## src/rtl/ysyx_22050550_fwd_scoreboard.sv

```systemverilog
// rtl/ysyx_22050550_fwd_scoreboard.sv - operand forwarding, register scoreboard and IDU stall generation
module ysyx_22050550_fwd_scoreboard #(
    parameter int XLEN   = 64,
    parameter int RAW    = 5,
    parameter int NFWD   = 3,
    parameter bit FWD_EN = 1'b1,
    parameter int CW     = 2
) (
    input  logic                 clock,
    input  logic                 reset,
    input  logic                 io_IDU_valid,
    input  logic [RAW-1:0]       io_IDU_raddr1,
    input  logic [RAW-1:0]       io_IDU_raddr2,
    input  logic                 io_IDU_ren1,
    input  logic                 io_IDU_ren2,
    input  logic [XLEN-1:0]      io_RF_rdata1,
    input  logic [XLEN-1:0]      io_RF_rdata2,
    output logic [XLEN-1:0]      io_IDU_rdata1,
    output logic [XLEN-1:0]      io_IDU_rdata2,
    output logic                 io_IDU_pass1,
    output logic                 io_IDU_pass2,
    output logic                 io_IDU_stall,
    input  logic                 io_iss_fire,
    input  logic                 io_iss_wen,
    input  logic [RAW-1:0]       io_iss_waddr,
    input  logic [NFWD-1:0]      io_fwd_valid,
    input  logic [NFWD-1:0]      io_fwd_ready,
    input  logic [NFWD*RAW-1:0]  io_fwd_waddr,
    input  logic [NFWD*XLEN-1:0] io_fwd_wdata,
    input  logic                 io_cmt_valid,
    input  logic [RAW-1:0]       io_cmt_waddr,
    input  logic                 io_flush,
    output logic [31:0]          io_stall_cnt
);
    localparam int NREG = 1 << RAW;

    logic [CW-1:0] cnt_q [NREG];
    logic [CW-1:0] cnt_d [NREG];
    logic [31:0]   stall_cnt_q;
    logic [31:0]   stall_cnt_d;

    logic [1:0][RAW-1:0]  raddr;
    logic [1:0]           ren;
    logic [1:0][XLEN-1:0] rf_data;
    logic [1:0][XLEN-1:0] rdata;
    logic [1:0]           pass;
    logic [1:0]           hazard;

    assign raddr   = {io_IDU_raddr2, io_IDU_raddr1};
    assign ren     = {io_IDU_ren2, io_IDU_ren1};
    assign rf_data = {io_RF_rdata2, io_RF_rdata1};

    for (genvar i = 0; i < 2; i++) begin : g_src
        logic            hit;
        logic            hit_ready;
        logic [XLEN-1:0] hit_data;
        logic            use_fwd;
        logic            busy;

        // Scan oldest to youngest so the youngest matching stage overrides.
        always_comb begin
            hit       = 1'b0;
            hit_ready = 1'b0;
            hit_data  = '0;
            for (int s = NFWD - 1; s >= 0; s--) begin
                if (io_fwd_valid[s] && io_fwd_waddr[s*RAW +: RAW] == raddr[i] && raddr[i] != '0) begin
                    hit       = 1'b1;
                    hit_ready = io_fwd_ready[s];
                    hit_data  = io_fwd_wdata[s*XLEN +: XLEN];
                end
            end
        end

        assign use_fwd   = FWD_EN && hit && hit_ready;
        assign busy      = ren[i] && raddr[i] != '0 && cnt_q[raddr[i]] != '0;
        assign hazard[i] = busy && !use_fwd;
        assign pass[i]   = reset && io_IDU_valid && use_fwd;
        assign rdata[i]  = (reset && use_fwd) ? hit_data : rf_data[i];
    end

    assign io_IDU_rdata1 = rdata[0];
    assign io_IDU_rdata2 = rdata[1];
    assign io_IDU_pass1  = pass[0];
    assign io_IDU_pass2  = pass[1];
    assign io_IDU_stall  = reset && io_IDU_valid && (|hazard);
    assign io_stall_cnt  = stall_cnt_q;

    // Simultaneous issue and commit to the same register cancel out.
    always_comb begin
        logic inc;
        logic dec;
        inc = 1'b0;
        dec = 1'b0;
        for (int r = 0; r < NREG; r++) begin
            inc      = io_iss_fire && io_iss_wen && io_iss_waddr == RAW'(r);
            dec      = io_cmt_valid && io_cmt_waddr == RAW'(r);
            cnt_d[r] = cnt_q[r];
            if (r == 0 || io_flush) begin
                cnt_d[r] = '0;
            end else if (inc && !dec && cnt_q[r] != '1) begin
                cnt_d[r] = cnt_q[r] + CW'(1);
            end else if (dec && !inc && cnt_q[r] != '0) begin
                cnt_d[r] = cnt_q[r] - CW'(1);
            end
        end
    end

    always_comb begin
        stall_cnt_d = stall_cnt_q;
        if (io_IDU_stall && stall_cnt_q != 32'hFFFF_FFFF) begin
            stall_cnt_d = stall_cnt_q + 32'd1;
        end
    end

    always_ff @(posedge clock or negedge reset) begin
        if (!reset) begin
            for (int r = 0; r < NREG; r++) begin
                cnt_q[r] <= '0;
            end
            stall_cnt_q <= '0;
        end else begin
            for (int r = 0; r < NREG; r++) begin
                cnt_q[r] <= cnt_d[r];
            end
            stall_cnt_q <= stall_cnt_d;
        end
    end
endmodule

```

## config.mk

```make
export PLATFORM = sky130hd
export DESIGN_NAME = ysyx_22050550_fwd_scoreboard
export DESIGN_NICKNAME = d
export VERILOG_FILES = /design/src/rtl/ysyx_22050550_fwd_scoreboard.sv
export SDC_FILE = /design/constraint.sdc
export NUM_CORES = 1
export LEC_CHECK = 0
export ABC_AREA = 1
export BUFFER_PORTS_ARGS = -buffer_cell sky130_fd_sc_hd__buf_4
export CELL_PAD_IN_SITES_DETAIL_PLACEMENT = 2
export CELL_PAD_IN_SITES_GLOBAL_PLACEMENT = 2
export CORE_ASPECT_RATIO = 1.25
export CORE_MARGIN = 2
export CORE_UTILIZATION = 25
export DETAILED_ROUTE_END_ITERATION = 16
export PLACE_DENSITY_LB_ADDON = 0.25
export SLEW_MARGIN = 20
export SYNTH_ARGS = -nofsm -noshare
export SYNTH_HDL_FRONTEND = slang
export SYNTH_SLANG_ARGS = --single-unit
```

## constraint.sdc

```tcl
create_clock -name clock -period 3.95 [get_ports clock]
set_clock_uncertainty 0.1 [all_clocks]
set_input_delay 0.79 -clock clock [delete_from_list [all_inputs] [get_ports clock]]
set_output_delay 0.79 -clock clock [all_outputs]
set_load 0.02 [all_outputs]
```

==> flow_summary.json <==
{
  "outcome": "complete, no violations",
  "cts_root_buf": "clkbuf_16",
  "fp.dieW_um": 198,
  "syn_nets": 2516,
  "synthXorXnorAreaFrac": 0.0342,
  "dr_wl_met2_mm": 39.2,
  "routedWlPerCell_um": 24.7,
  "whs_ns": 0.144,
  "globalplace.congestion": 0.994,
  "r2r-start": "io_stall_cnt[1]",
  "setup.worst_path.start": "io_IDU_raddr2[3]",
  "ys_seq_area_frac": 0.200,
  "grt_max_degree": 77,
  "cp-endpoint": "io_IDU_rdata2[25]",
  "highest-signal-layer": "met5",
  "first_pass_iters": 5,
  "grt_overflow": 0,
  "clk_pin_slew_ns": 0.07,
  "tightest_slew_ns": 0.723,
  "grt_pass1_vias": 18264,
  "synth-compound-area-share": 0.206,
  "comb_power_share": 0.459,
  "cts_inserted_buffers": 9,
  "synthCells": 2145,
  "cts_htree_levels": 3,
  "wl_met1_mm": 32.4,
  "relSlewSlack": 0.512,
  "antenna_found_initial": 28,
  "hold_path_class": "in2async",
  "setup_viol": 0,
  "wirelength_mm": 80.6,
  "port_buffers": 532,
  "synth_fa_ha_area_frac": 0.00106,
  "timing.final.crit_share": 0.960,
  "rows": 88,
  "report.final.slew_viol_count": 0,
  "setup_tns_ns": 0,
  "crit_type": "in2out",
  "worstSetupStartpointType": "input port",
  "grt_setup_unrepaired": "no",
  "hpwl_mm": 66.6,
  "p_seq_frac": 0.308,
  "arrival_ns": 2.90,
  "cts_max_path_buffers": 2,
  "period_minus_slack_ns": 3.79,
  "fin_nets": 2984,
  "die_area_um2": 48900,
  "boundaryPins": 533,
  "swShare": 0.430,
  "clock_latency_ns": 0.39,
  "netlist_area_um2": 11800,
  "drive_above_1_share": 0.244,
  "p_sw_mw": 1.69,
  "crit_required_ns": 3.06,
  "synth-simple-area-share": 0.442,
  "synth_ff_type": "dfrtp_1",
  "via_count": 17303,
  "via_per_inst": 5.31,
  "nFillCells": 5852,
  "synth_edf_count": 0,
  "drv_cap": 0,
  "initial_core_util": 0.254,
  "timing.rr.end": "io_stall_cnt[0]",
  "area_delta_synth_final_pct": 44.0,
  "p_int_mw": 2.23,
  "ys_types": 36,
  "total_power_mw": 3.92,
  "end_kind": "output port",
  "fmax_ghz": 0.264,
  "pwr_density_cell_nw_per_um2": 231,
  "hold_viol_final": 0,
  "fin_util": 0.366,
  "cts_tree": "built",
  "reg2reg_depth": 12,
  "synth.avg_cell_area_um2": 5.49,
  "ctsHoldBuffers": 0,
  "synth_top_family_by_area": "simple AND/OR/NAND/NOR gates",
  "p_leak_nw": 7.85,
  "grt_pass1_wl_mm": 117,
  "post-cts-setup-buffers": 0,
  "power_frac_clock": 0.233,
  "synth.mux.area_fraction": 0.00191,
  "wl_met3_mm": 6.38,
  "die_h_um": 247,
  "track_usage": 0.319,
  "clock-sinks": 94,
  "critPathMaxFanout": 36,
  "synth_warnings": 0,
  "final_antenna_net_count": 0,
  "reg2reg_slack_ns": 1.25,
  "route.detailed.drc": 0,
  "synth-seq-cells": 94,
  "ir_drop_mv": 0.229,
  "core_area_um2": 46400,
  "async_reset_ff_frac": 1.00,
  "drtIter0Drc": 855
}
state kept, by name, indices dropped and copies added, names as in the netlist:
name and flops:
cnt_q 62, io_stall_cnt 32
repair_timing:
item	in CTS	in global routing
endpoints found under the hold margin	0	0
gates resized for setup	0	14
setup endpoints to repair	0	27
kinds of logic (layout without fill, tap and decap cells):
group	count (synthesis)	after routing
simple gates	1245	1245
compound gates	429	429
buf+inv	328	801
flops	94	94
xor+xnor	46	46
mux	2	2
fa+ha+maj	1	1
other cells	0	10
cell usage after synthesis, types with 2 or more instances:
cell type / count / area, um^2
nand2_1: 632 / 2370
a21oi_1: 39 / 195
nand3_2: 3 / 30.0
o21ai_0: 213 / 1070
inv_2: 14 / 52.6
buf_1: 8 / 30.0
nor2_2: 3 / 18.8
buf_6: 7 / 78.8
nand4_1: 47 / 294
nor2_1: 282 / 1060
or3b_2: 2 / 17.5
a31oi_1: 112 / 701
o22ai_1: 25 / 156
xnor2_1: 24 / 210
nand3_1: 230 / 1150
a32o_1: 2 / 20.0
buf_2: 51 / 255
o211ai_1: 35 / 263
nor4_1: 9 / 56.3
dfrtp_1: 94 / 2350
nand2_2: 7 / 43.8
clkbuf_1: 55 / 206
and2_1: 2 / 12.5
nor3_1: 25 / 125
xor2_1: 22 / 193
inv_1: 189 / 709
mux2_2: 2 / 22.5
buf_4: 3 / 22.5
per-stage QoR:
stage | setup slack (ns) | area (um^2) | cells
after global placement | 0.0405 | 16500 | 3229
after CTS | 0.0606 | 16800 | 3245
after detailed placement | 0.0646 | 16500 | 3229
after floorplan | 0.550 | 11800 | 2145
after global routing | 0.00584 | 17000 | 3255
final | 0.159 | 17000 | 3258
power by group through the flow:
stage	registers (mW)	logic, mW	clock network (mW)
2_1_floorplan	1.21	0.856	0
3_3_place_gp	1.21	1.71	0
3_5_place_dp	1.22	1.78	0
4_1_cts	1.21	1.79	0.952
5_1_grt	1.23	1.96	0.968
6_report	1.21	1.80	0.913
layer usage:
metal / GRT usage / vias up
met3: 0.0983 / 135
met2: 0.545 / 524
met4: 0.104 / 32
li1: - / 8085
met5: 0 / -
met1: 0.377 / 8527
critical path: stages:
cell	delay (ns)
buf_4	0.16
inv_2	0.09
nand2_1	0.09
nand4_1	0.22
nor2_1	0.23
nand2_2	0.12
inv_2	0.11
nand2_1	0.07
nand2_2	0.08
nand2_2	0.07
inv_4	0.14
buf_16	0.21
nor2_1	0.06
a31oi_1	0.24
buf_4	0.20
layout by cell type (no fill, tap or decap), types with 35 or more instances in the layout:
| master | synthesis | routed |
|---|---|---|
| inv_1 | 189 | 188 |
| dfrtp_1 | 94 | 94 |
| nor2_1 | 282 | 279 |
| nand3_1 | 230 | 230 |
| a31oi_1 | 112 | 112 |
| buf_4 | 3 | 562 |
| a21oi_1 | 39 | 39 |
| o211ai_1 | 35 | 35 |
| nand4_1 | 47 | 47 |
| o21ai_0 | 213 | 213 |
| nand2_1 | 632 | 631 |
how the worst min path moves through the flow:
| stage | start | endpoint | slack (ns) | cells after the start |
|---|---|---|---|---|
| final | reset | cnt_q[5] | 0.14 | 1 |
| after floorplan | cnt_q[0] | cnt_q[0] | 0.36 | 1 |
| after global routing | reset | cnt_q[5] | 0.13 | 1 |
| after CTS | reset | cnt_q[5] | 0.12 | 1 |
| after detailed placement | cnt_q[14] | cnt_q[14] | 0.40 | 1 |
| after global placement | cnt_q[4] | cnt_q[4] | 0.38 | 1 |
layout make-up:
class	instances	area (um^2)	share of cell area
Clock buffer	9	225	0.0133
Sequential cell	94	2350	0.139
Antenna cell	10	25.0	0.00148
Clock inverter	7	68.8	0.00406
Multi-Input combinational cell	1723	8110	0.478
Tap cell	630	788	0.0465
Timing Repair Buffer	581	4620	0.272
Inverter	204	778	0.0459
Power figures use the tool's default switching activity.
